### src/rtl/sha256_pkg.sv
// Shared definitions for the SHA-256 message-schedule block.
//   SHA256_WORD_W      : word width in bits
//   SHA256_BLOCK_WORDS : message words per 512-bit block
//   sched_state_e      : schedule FSM encoding (IDLE / LOAD / EMIT)
//   small_sigma0/1     : SHA-256 message-expansion functions s0/s1
package sha256_pkg;

  localparam int SHA256_WORD_W      = 32;
  localparam int SHA256_BLOCK_WORDS = 16;

  typedef enum logic [1:0] {
    IDLE = 2'd0,
    LOAD = 2'd1,
    EMIT = 2'd2
  } sched_state_e;

  function automatic logic [SHA256_WORD_W-1:0] small_sigma0(input logic [SHA256_WORD_W-1:0] x);
    return {x[6:0], x[31:7]} ^ {x[17:0], x[31:18]} ^ (x >> 3);
  endfunction

  function automatic logic [SHA256_WORD_W-1:0] small_sigma1(input logic [SHA256_WORD_W-1:0] x);
    return {x[16:0], x[31:17]} ^ {x[18:0], x[31:19]} ^ (x >> 10);
  endfunction

endpackage

### src/rtl/rotr.sv
// Fixed rotate-right of a 32-bit word by SHIFT positions (pure wiring).
//   x : input word
//   y : x rotated right by SHIFT
module rotr #(
  parameter int SHIFT = 1
) (
  input  logic [31:0] x,
  output logic [31:0] y
);

  assign y = {x[SHIFT-1:0], x[31:SHIFT]};

endmodule

### src/rtl/sha256_sched_next.sv
// Combinational next-word generator of the SHA-256 message schedule:
//   w16 = s1(w14) + w9 + s0(w1) + w0   (mod 2^32)
// Ports:
//   w0, w1, w9, w14 : window taps W[t-16], W[t-15], W[t-7], W[t-2]
//   w16             : W[t]
module sha256_sched_next
  import sha256_pkg::*;
(
  input  logic [SHA256_WORD_W-1:0] w0,
  input  logic [SHA256_WORD_W-1:0] w1,
  input  logic [SHA256_WORD_W-1:0] w9,
  input  logic [SHA256_WORD_W-1:0] w14,
  output logic [SHA256_WORD_W-1:0] w16
);

  logic [SHA256_WORD_W-1:0] r7, r18, r17, r19;
  logic [SHA256_WORD_W-1:0] s0, s1;

  rotr #(.SHIFT(7))  u_r7  (.x(w1),  .y(r7));
  rotr #(.SHIFT(18)) u_r18 (.x(w1),  .y(r18));
  rotr #(.SHIFT(17)) u_r17 (.x(w14), .y(r17));
  rotr #(.SHIFT(19)) u_r19 (.x(w14), .y(r19));

  assign s0  = r7 ^ r18 ^ (w1 >> 3);
  assign s1  = r17 ^ r19 ^ (w14 >> 10);
  assign w16 = s1 + w9 + s0 + w0;

endmodule

### src/rtl/sha256_msg_schedule.sv
// SHA-256 message schedule producer. Loads one block as 16 words, then
// emits W[0..ROUNDS-1] one word per output handshake, using a 16-word
// shift-register window that appends the expanded word on every emit.
//
// Handshakes: a transfer occurs on a rising clk edge where valid & ready
// are both high; a raised out_valid is held, with out_data/out_last stable,
// until that transfer happens. Load and emit phases never overlap, and a
// one-cycle IDLE bubble separates consecutive blocks.
//
// Parameters: ROUNDS (16..64) words emitted per block.
// Optional feature macro: SCHED_IDX_EN adds out_idx (round index t).
// Ports:
//   clk, rst_n         : clock, asynchronous active-low reset
//   in_valid/in_ready  : message word handshake, in_data = M[i]
//   out_valid/out_ready: schedule word handshake, out_data = W[t]
//   out_last           : high with W[ROUNDS-1]
//   out_idx            : t of out_data (SCHED_IDX_EN only)
module sha256_msg_schedule
  import sha256_pkg::*;
#(
  parameter int ROUNDS = 64
) (
  input  logic                     clk,
  input  logic                     rst_n,
  input  logic                     in_valid,
  output logic                     in_ready,
  input  logic [SHA256_WORD_W-1:0] in_data,
  output logic                     out_valid,
  input  logic                     out_ready,
  output logic [SHA256_WORD_W-1:0] out_data,
  output logic                     out_last
`ifdef SCHED_IDX_EN
  ,
  output logic [5:0]               out_idx
`endif
);

  if (ROUNDS < 16 || ROUNDS > 64) begin : g_rounds_check
    $fatal(1, "sha256_msg_schedule: ROUNDS must be within 16..64");
  end

  localparam logic [6:0] LAST_IDX  = 7'(ROUNDS - 1);
  localparam logic [6:0] LOAD_LAST = 7'(SHA256_BLOCK_WORDS - 1);

  sched_state_e             state, state_next;
  logic [6:0]               count;
  logic [SHA256_WORD_W-1:0] window [SHA256_BLOCK_WORDS];
  logic [SHA256_WORD_W-1:0] w_new;
  logic                     in_hs, out_hs;

  // Handshake-visible outputs are decoded from registered state only.
  assign in_ready  = (state == LOAD);
  assign out_valid = (state == EMIT);
  assign out_data  = window[0];
  assign out_last  = (state == EMIT) && (count == LAST_IDX);
`ifdef SCHED_IDX_EN
  assign out_idx   = count[5:0];
`endif

  assign in_hs  = in_valid && in_ready;
  assign out_hs = out_valid && out_ready;

  sha256_sched_next u_next (
    .w0  (window[0]),
    .w1  (window[1]),
    .w9  (window[9]),
    .w14 (window[14]),
    .w16 (w_new)
  );

  always_ff @(posedge clk or negedge rst_n) begin
    if (!rst_n) begin
      state <= IDLE;
    end else begin
      state <= state_next;
    end
  end

  always_comb begin
    state_next = state;
    case (state)
      IDLE: state_next = LOAD;
      LOAD: if (in_hs && count == LOAD_LAST) state_next = EMIT;
      EMIT: if (out_hs && count == LAST_IDX) state_next = IDLE;
      default: state_next = IDLE;
    endcase
  end

  // count indexes the load slot in LOAD and the round t in EMIT; it returns
  // to zero at the end of each phase so it never exceeds ROUNDS-1.
  always_ff @(posedge clk or negedge rst_n) begin
    if (!rst_n) begin
      count <= '0;
      for (int i = 0; i < SHA256_BLOCK_WORDS; i++) window[i] <= '0;
    end else begin
      case (state)
        LOAD: begin
          if (in_hs) begin
            window[count[3:0]] <= in_data;
            count <= (count == LOAD_LAST) ? 7'd0 : count + 7'd1;
          end
        end
        EMIT: begin
          if (out_hs) begin
            // Shift out W[t]; W[t+16] enters at the top. Expansion words
            // computed past W[ROUNDS-1] are simply never emitted.
            for (int i = 0; i < SHA256_BLOCK_WORDS - 1; i++) window[i] <= window[i+1];
            window[SHA256_BLOCK_WORDS-1] <= w_new;
            count <= (count == LAST_IDX) ? 7'd0 : count + 7'd1;
          end
        end
        default: count <= '0;
      endcase
    end
  end

endmodule

### config.mk
export PLATFORM = sky130hd
export DESIGN_NAME = sha256_msg_schedule
export DESIGN_NICKNAME = d
export VERILOG_FILES = /design/src/rtl/sha256_pkg.sv /design/src/rtl/rotr.sv /design/src/rtl/sha256_sched_next.sv /design/src/rtl/sha256_msg_schedule.sv
export SDC_FILE = /design/constraint.sdc
export NUM_CORES = 1
export LEC_CHECK = 0
export BUFFER_PORTS_ARGS = -buffer_cell sky130_fd_sc_hd__buf_2
export CAP_MARGIN = 20
export CORE_MARGIN = 2
export CORE_UTILIZATION = 35
export CTS_BUF_LIST = sky130_fd_sc_hd__clkbuf_2
export DETAILED_ROUTE_END_ITERATION = 7
export PLACE_DENSITY = 0.57
export SLEW_MARGIN = 40
export SYNTH_ARGS = -nofsm -noshare
export SYNTH_HDL_FRONTEND = slang
export SYNTH_SLANG_ARGS = --single-unit
### constraint.sdc
create_clock -name clk -period 5.5 [get_ports clk]
set_input_delay 0.55 -clock clk [delete_from_list [all_inputs] [get_ports clk]]
set_output_delay 0.55 -clock clk [all_outputs]
set_load 0.005 [all_outputs]
==> reports/qor.txt <==
SYNTHESIS
-------------------------------------------------------------------------------------
Average cell area after synthesis ......................................   9.698 um^2
Post-synth EDFFs .......................................................            0
Most common flop cell mapped by yosys .................................. sky130_fd_sc_hd__dfrtp_1
Adder-cell area share of the yosys netlist .............................       5.758%
Yosys warning total ....................................................            0
Post-Syn Nets ..........................................................        3,210
Sequential element share of the synthesized area .......................       43.73%
Largest family of logic cells by synthesized area ...................... compound AO/OA/AOI/OAI gates
Synthesized instance count .............................................        3,074
Post-synthesis share of cell area spent on and, or, nand and nor gates .       2.455%
Mux contribution to synthesized area ...................................      0.2728%
Number of unique standard cell types used by synthesis .................           58
Compound-gate portion of the synthesized area ..........................       35.85%
Netlist Area Pre-Place .................................................  29,810 um^2
Flip-flop and latch count after synthesis ..............................          521
Async set-reset flop share out of synthesis ............................       100.0%
Post-synthesis share of cell area spent on xor and xnor gates ..........       4.348%

CRITICAL PATH
-------------------------------------------------------------------------------------
Crit Path Class ........................................................      reg2reg
Critical path's largest stage delay ....................................      0.50 ns
CP Launch Type .........................................................         flop
Setup crit end kind ....................................................         flop
Critical path, cell by cell ............................................ xor2_1 > xnor2_1 > fa_1 > inv_1 > fa_1 > ha_1 > a21o_2 > a31o_2 > o211ai_1 > o211ai_1 > a41oi_1 > a21oi_1 > xnor2_1 > o21ai_0
Bufs and invs on worst path ............................................            1
Data required time at the worst endpoint ...............................      6.76 ns
Crit-path slowest cell ................................................. sky130_fd_sc_hd__dfrtp_1
Worst path arrival time ................................................      5.79 ns
Kind of cell with the highest combined delay on the critical path ...... compound AO/OA/AOI/OAI gates
Max Fanout on Critical Path ............................................            6

GLOBAL ROUTE
-------------------------------------------------------------------------------------
Global routing met1 resource utilization ...............................       33.79%
First-pass GRT wire length .............................................   163,800 um
Combined global-route utilization of all metal layers ..................       24.43%
M3 GR Usage ............................................................       4.714%
Initial antenna violation count ........................................            2
Maximum number of pins on one net before global-route repair ...........          210
Global-route met2 utilization ..........................................       37.85%
GRT busiest layer ......................................................         met2
Vias in the first global route .........................................       25,210
Total grt overflow .....................................................            0

PLACE
-------------------------------------------------------------------------------------
Placed standard-cell area ..............................................  30,680 um^2
I/O Buffers ............................................................           70
Detailed placer's ending HPWL ..........................................    66,340 um
Final weighted congestion of routability-driven global placement .......       0.9833

FINISH
-------------------------------------------------------------------------------------
Net count, final .......................................................        3,122
Share of post-route cells with drive strength above 1 ..................       13.00%
Area growth, synth to finish ...........................................       8.956%
Post-Layout Inst Area ..................................................  32,480 um^2

DRT
-------------------------------------------------------------------------------------
DRT iter0 DRCs .........................................................        2,868
Post-detailed-route wirelength per cell ................................     25.34 um
Count of vias placed by the detailed router ............................       26,079
Number of vias per cell ................................................        6.154
Antenna-violating nets left ............................................            0
Total DRC errors in the routed layout ..................................            0
Pre-Repair DR Iteration Count ..........................................            6
Aggregate routed wire length ...........................................   107,400 um

CLOCK TREE
-------------------------------------------------------------------------------------
CTS Buf Count ..........................................................          145
Reg clk slew, reported paths ...........................................      0.11 ns
Postcts setup bufs .....................................................            0
Clock tree sinks .......................................................          521
Clock network latency to the later pin of the worst-skew pair ..........      1.37 ns
CTS Root Buffer Type ................................................... sky130_fd_sc_hd__clkbuf_2
Number of levels the H-tree was split into .............................            4
Clock buffer depth .....................................................            3
CTS tree ...............................................................        built

POWER AND IR DROP
-------------------------------------------------------------------------------------
Power per cell area .................................................... 619.5 nW/um^2
Leak ...................................................................     12.95 nW
Worst voltage drop across the vdd grid .................................    0.4178 mV

MIN PATH
-------------------------------------------------------------------------------------
Worst min path class ...................................................       in2reg

TIMING
-------------------------------------------------------------------------------------
Final count of pins violating max slew .................................            0
Final Critical Period ..................................................     4.525 ns
Hold Violations, Final .................................................            0
Clock tree skew after final layout .....................................    0.1119 ns
Maximum clock rate .....................................................   0.2210 GHz
RSZ-0062 raised after global routing ...................................        false
Worst-Margin Slew ......................................................    0.9309 ns
Setup TNS after final layout ...........................................         0 ns
Total of endpoints with negative setup slack in the final report .......            0
Slew margin rel. .......................................................       37.94%
Part of the cycle the worst path needs .................................       82.27%

FLOORPLAN
-------------------------------------------------------------------------------------
Initial Util ...........................................................       35.18%
Floorplan die width ....................................................     295.9 um
CORE AREA ..............................................................  84,750 um^2
Standard-cell rows .....................................................          107
Die area ...............................................................  87,530 um^2
Die span in y ..........................................................     295.9 um
Count of boundary I/O pins .............................................           71

RUN STATUS
-------------------------------------------------------------------------------------
Status .................................................................    completed

FLOW RUN
-------------------------------------------------------------------------------------
Max_cap viols ..........................................................            0

## per-layer routing
| metal | vias up | share of wire [%] |
|---|---|---|
| li1 | 11471 | - |
| met1 | 13428 | 44 |
| met2 | 982 | 47 |
| met3 | 198 | 6.0 |
| met4 | 0 | 3.2 |
| met5 | - | 0 |
## report_power, final
part	switching [mW]	internal (mW)
logic	7.06	5.24
registers	0.715	4.15
clock network	1.76	1.19
total	9.54	10.6
## synthesized netlist by cell type, types with 3 or more instances
master	number	area [um^2]
sky130_fd_sc_hd__a211oi_1	3	22.52
sky130_fd_sc_hd__a21o_1	12	90.09
sky130_fd_sc_hd__a21o_2	5	43.79
sky130_fd_sc_hd__a21oi_1	56	280.3
sky130_fd_sc_hd__a22oi_1	964	7237
sky130_fd_sc_hd__a31oi_1	4	25.02
sky130_fd_sc_hd__and3_1	6	37.54
sky130_fd_sc_hd__buf_1	26	97.59
sky130_fd_sc_hd__buf_2	68	340.3
sky130_fd_sc_hd__buf_4	33	247.7
sky130_fd_sc_hd__clkbuf_1	273	1025
sky130_fd_sc_hd__dfrtp_1	521	13040
sky130_fd_sc_hd__fa_1	62	1241
sky130_fd_sc_hd__ha_1	38	475.5
sky130_fd_sc_hd__inv_1	132	495.5
sky130_fd_sc_hd__mux2i_1	7	70.07
sky130_fd_sc_hd__nand2_1	46	172.7
sky130_fd_sc_hd__nand2b_1	4	25.02
sky130_fd_sc_hd__nand3_1	8	40.04
sky130_fd_sc_hd__nand4_1	6	37.54
sky130_fd_sc_hd__nor2_1	43	161.4
sky130_fd_sc_hd__nor2b_1	5	31.28
sky130_fd_sc_hd__nor3_1	9	45.04
sky130_fd_sc_hd__nor3b_1	16	120.1
sky130_fd_sc_hd__o211ai_1	6	45.04
sky130_fd_sc_hd__o21a_1	5	37.54
sky130_fd_sc_hd__o21ai_0	518	2592
sky130_fd_sc_hd__o21ai_1	3	15.01
sky130_fd_sc_hd__o22ai_1	10	62.56
sky130_fd_sc_hd__or3_1	3	18.77
sky130_fd_sc_hd__xnor2_1	92	805.8
sky130_fd_sc_hd__xor2_1	56	490.5
## cell type report
type	instances	area, um^2
diodes	2	5.005
inverters	133	499.2
well taps	1144	1431
repair buffers	169	1499
fillers	8447	52260
multi-input cells	2016	14700
flip-flops and latches	521	13040
clock buffers	218	1091
clock inverters	35	224.0
## registers in the layout, summed over array words and instances, names as in the netlist
register and count:
out_data 32, state 2, window 480, count 7
## cells by family after synthesis
kind of cell / count (synthesis)
adder cells (fa/ha/maj): 100
buffers and inverters: 537
flip-flops: 521
AO/OA/AOI/OAI: 1609
AND/OR/NAND/NOR: 151
XOR/XNOR: 148
multiplexers: 8
## tightest hold or removal path: stages
cell and delay (ns):
sky130_fd_sc_hd__dlygate4sd3_1 0.55, sky130_fd_sc_hd__buf_2 0.15, sky130_fd_sc_hd__nand2_1 0.05, sky130_fd_sc_hd__a21oi_1 0.11
sky130_fd_sc_hd__nor2_1 0.11
## worst paths after layout
kind / cells past startpoint / slack (ns) / end / start
setup / recovery: 14 / 0.97 / window[30] / window[54]
hold / removal: 5 / 0.21 / count[3] / in_valid
setup reg to reg: 14 / 0.97 / window[30] / window[54]
hold reg to reg: 2 / 0.48 / window[123] / window[91]
max in group asynchronous: 4 / 4.42 / window[125] / rst_n
min in group asynchronous: 4 / 0.46 / window[307] / rst_n
## cell usage in the layout, fill, tap and decap left out, types with 8 or more instances in the layout
cell,synthesis,final
sky130_fd_sc_hd__dfrtp_1,521,521
sky130_fd_sc_hd__buf_4,33,38
sky130_fd_sc_hd__o21ai_0,518,517
sky130_fd_sc_hd__nor3b_1,16,16
sky130_fd_sc_hd__nor2_4,0,15
sky130_fd_sc_hd__o22ai_1,10,10
sky130_fd_sc_hd__a21o_1,12,12
sky130_fd_sc_hd__xnor2_1,92,92
sky130_fd_sc_hd__nand2_1,46,38
sky130_fd_sc_hd__a22oi_1,964,964
sky130_fd_sc_hd__buf_2,68,69
sky130_fd_sc_hd__nor3_1,9,9
sky130_fd_sc_hd__dlygate4sd3_1,0,38
sky130_fd_sc_hd__clkinv_1,0,26
sky130_fd_sc_hd__xor2_1,56,56
sky130_fd_sc_hd__ha_1,38,37
sky130_fd_sc_hd__nand2_2,0,8
sky130_fd_sc_hd__clkbuf_2,0,218
sky130_fd_sc_hd__nor2_1,43,27
sky130_fd_sc_hd__inv_1,132,132
sky130_fd_sc_hd__a21oi_1,56,56
sky130_fd_sc_hd__buf_12,0,13
sky130_fd_sc_hd__fa_1,62,62
## stage by stage
step | utilization, % | setup slack [ns] | instances | hold slack (ns) | power [mW]
final | 38.33 | 0.9750 | 4238 | 0.2051 | 20.12
after global routing | 38.33 | 0.7120 | 4238 | 0.1727 | 21.76
after CTS | 38.24 | 0.9452 | 4233 | 0.01102 | 20.05
after detailed placement | 36.21 | 0.9979 | 3941 | 0.4727 | 16.99
after global placement | 36.06 | 1.028 | 3935 | 0.4640 | 17.14
after floorplan | - | 1.575 | 3074 | 0.2544 | 13.96
## repair_timing
action,CTS,global route
hold buffers,39,0
hold endpoints to repair,1042,0
resized for setup,0,0
Power figures use the tool's default switching activity.
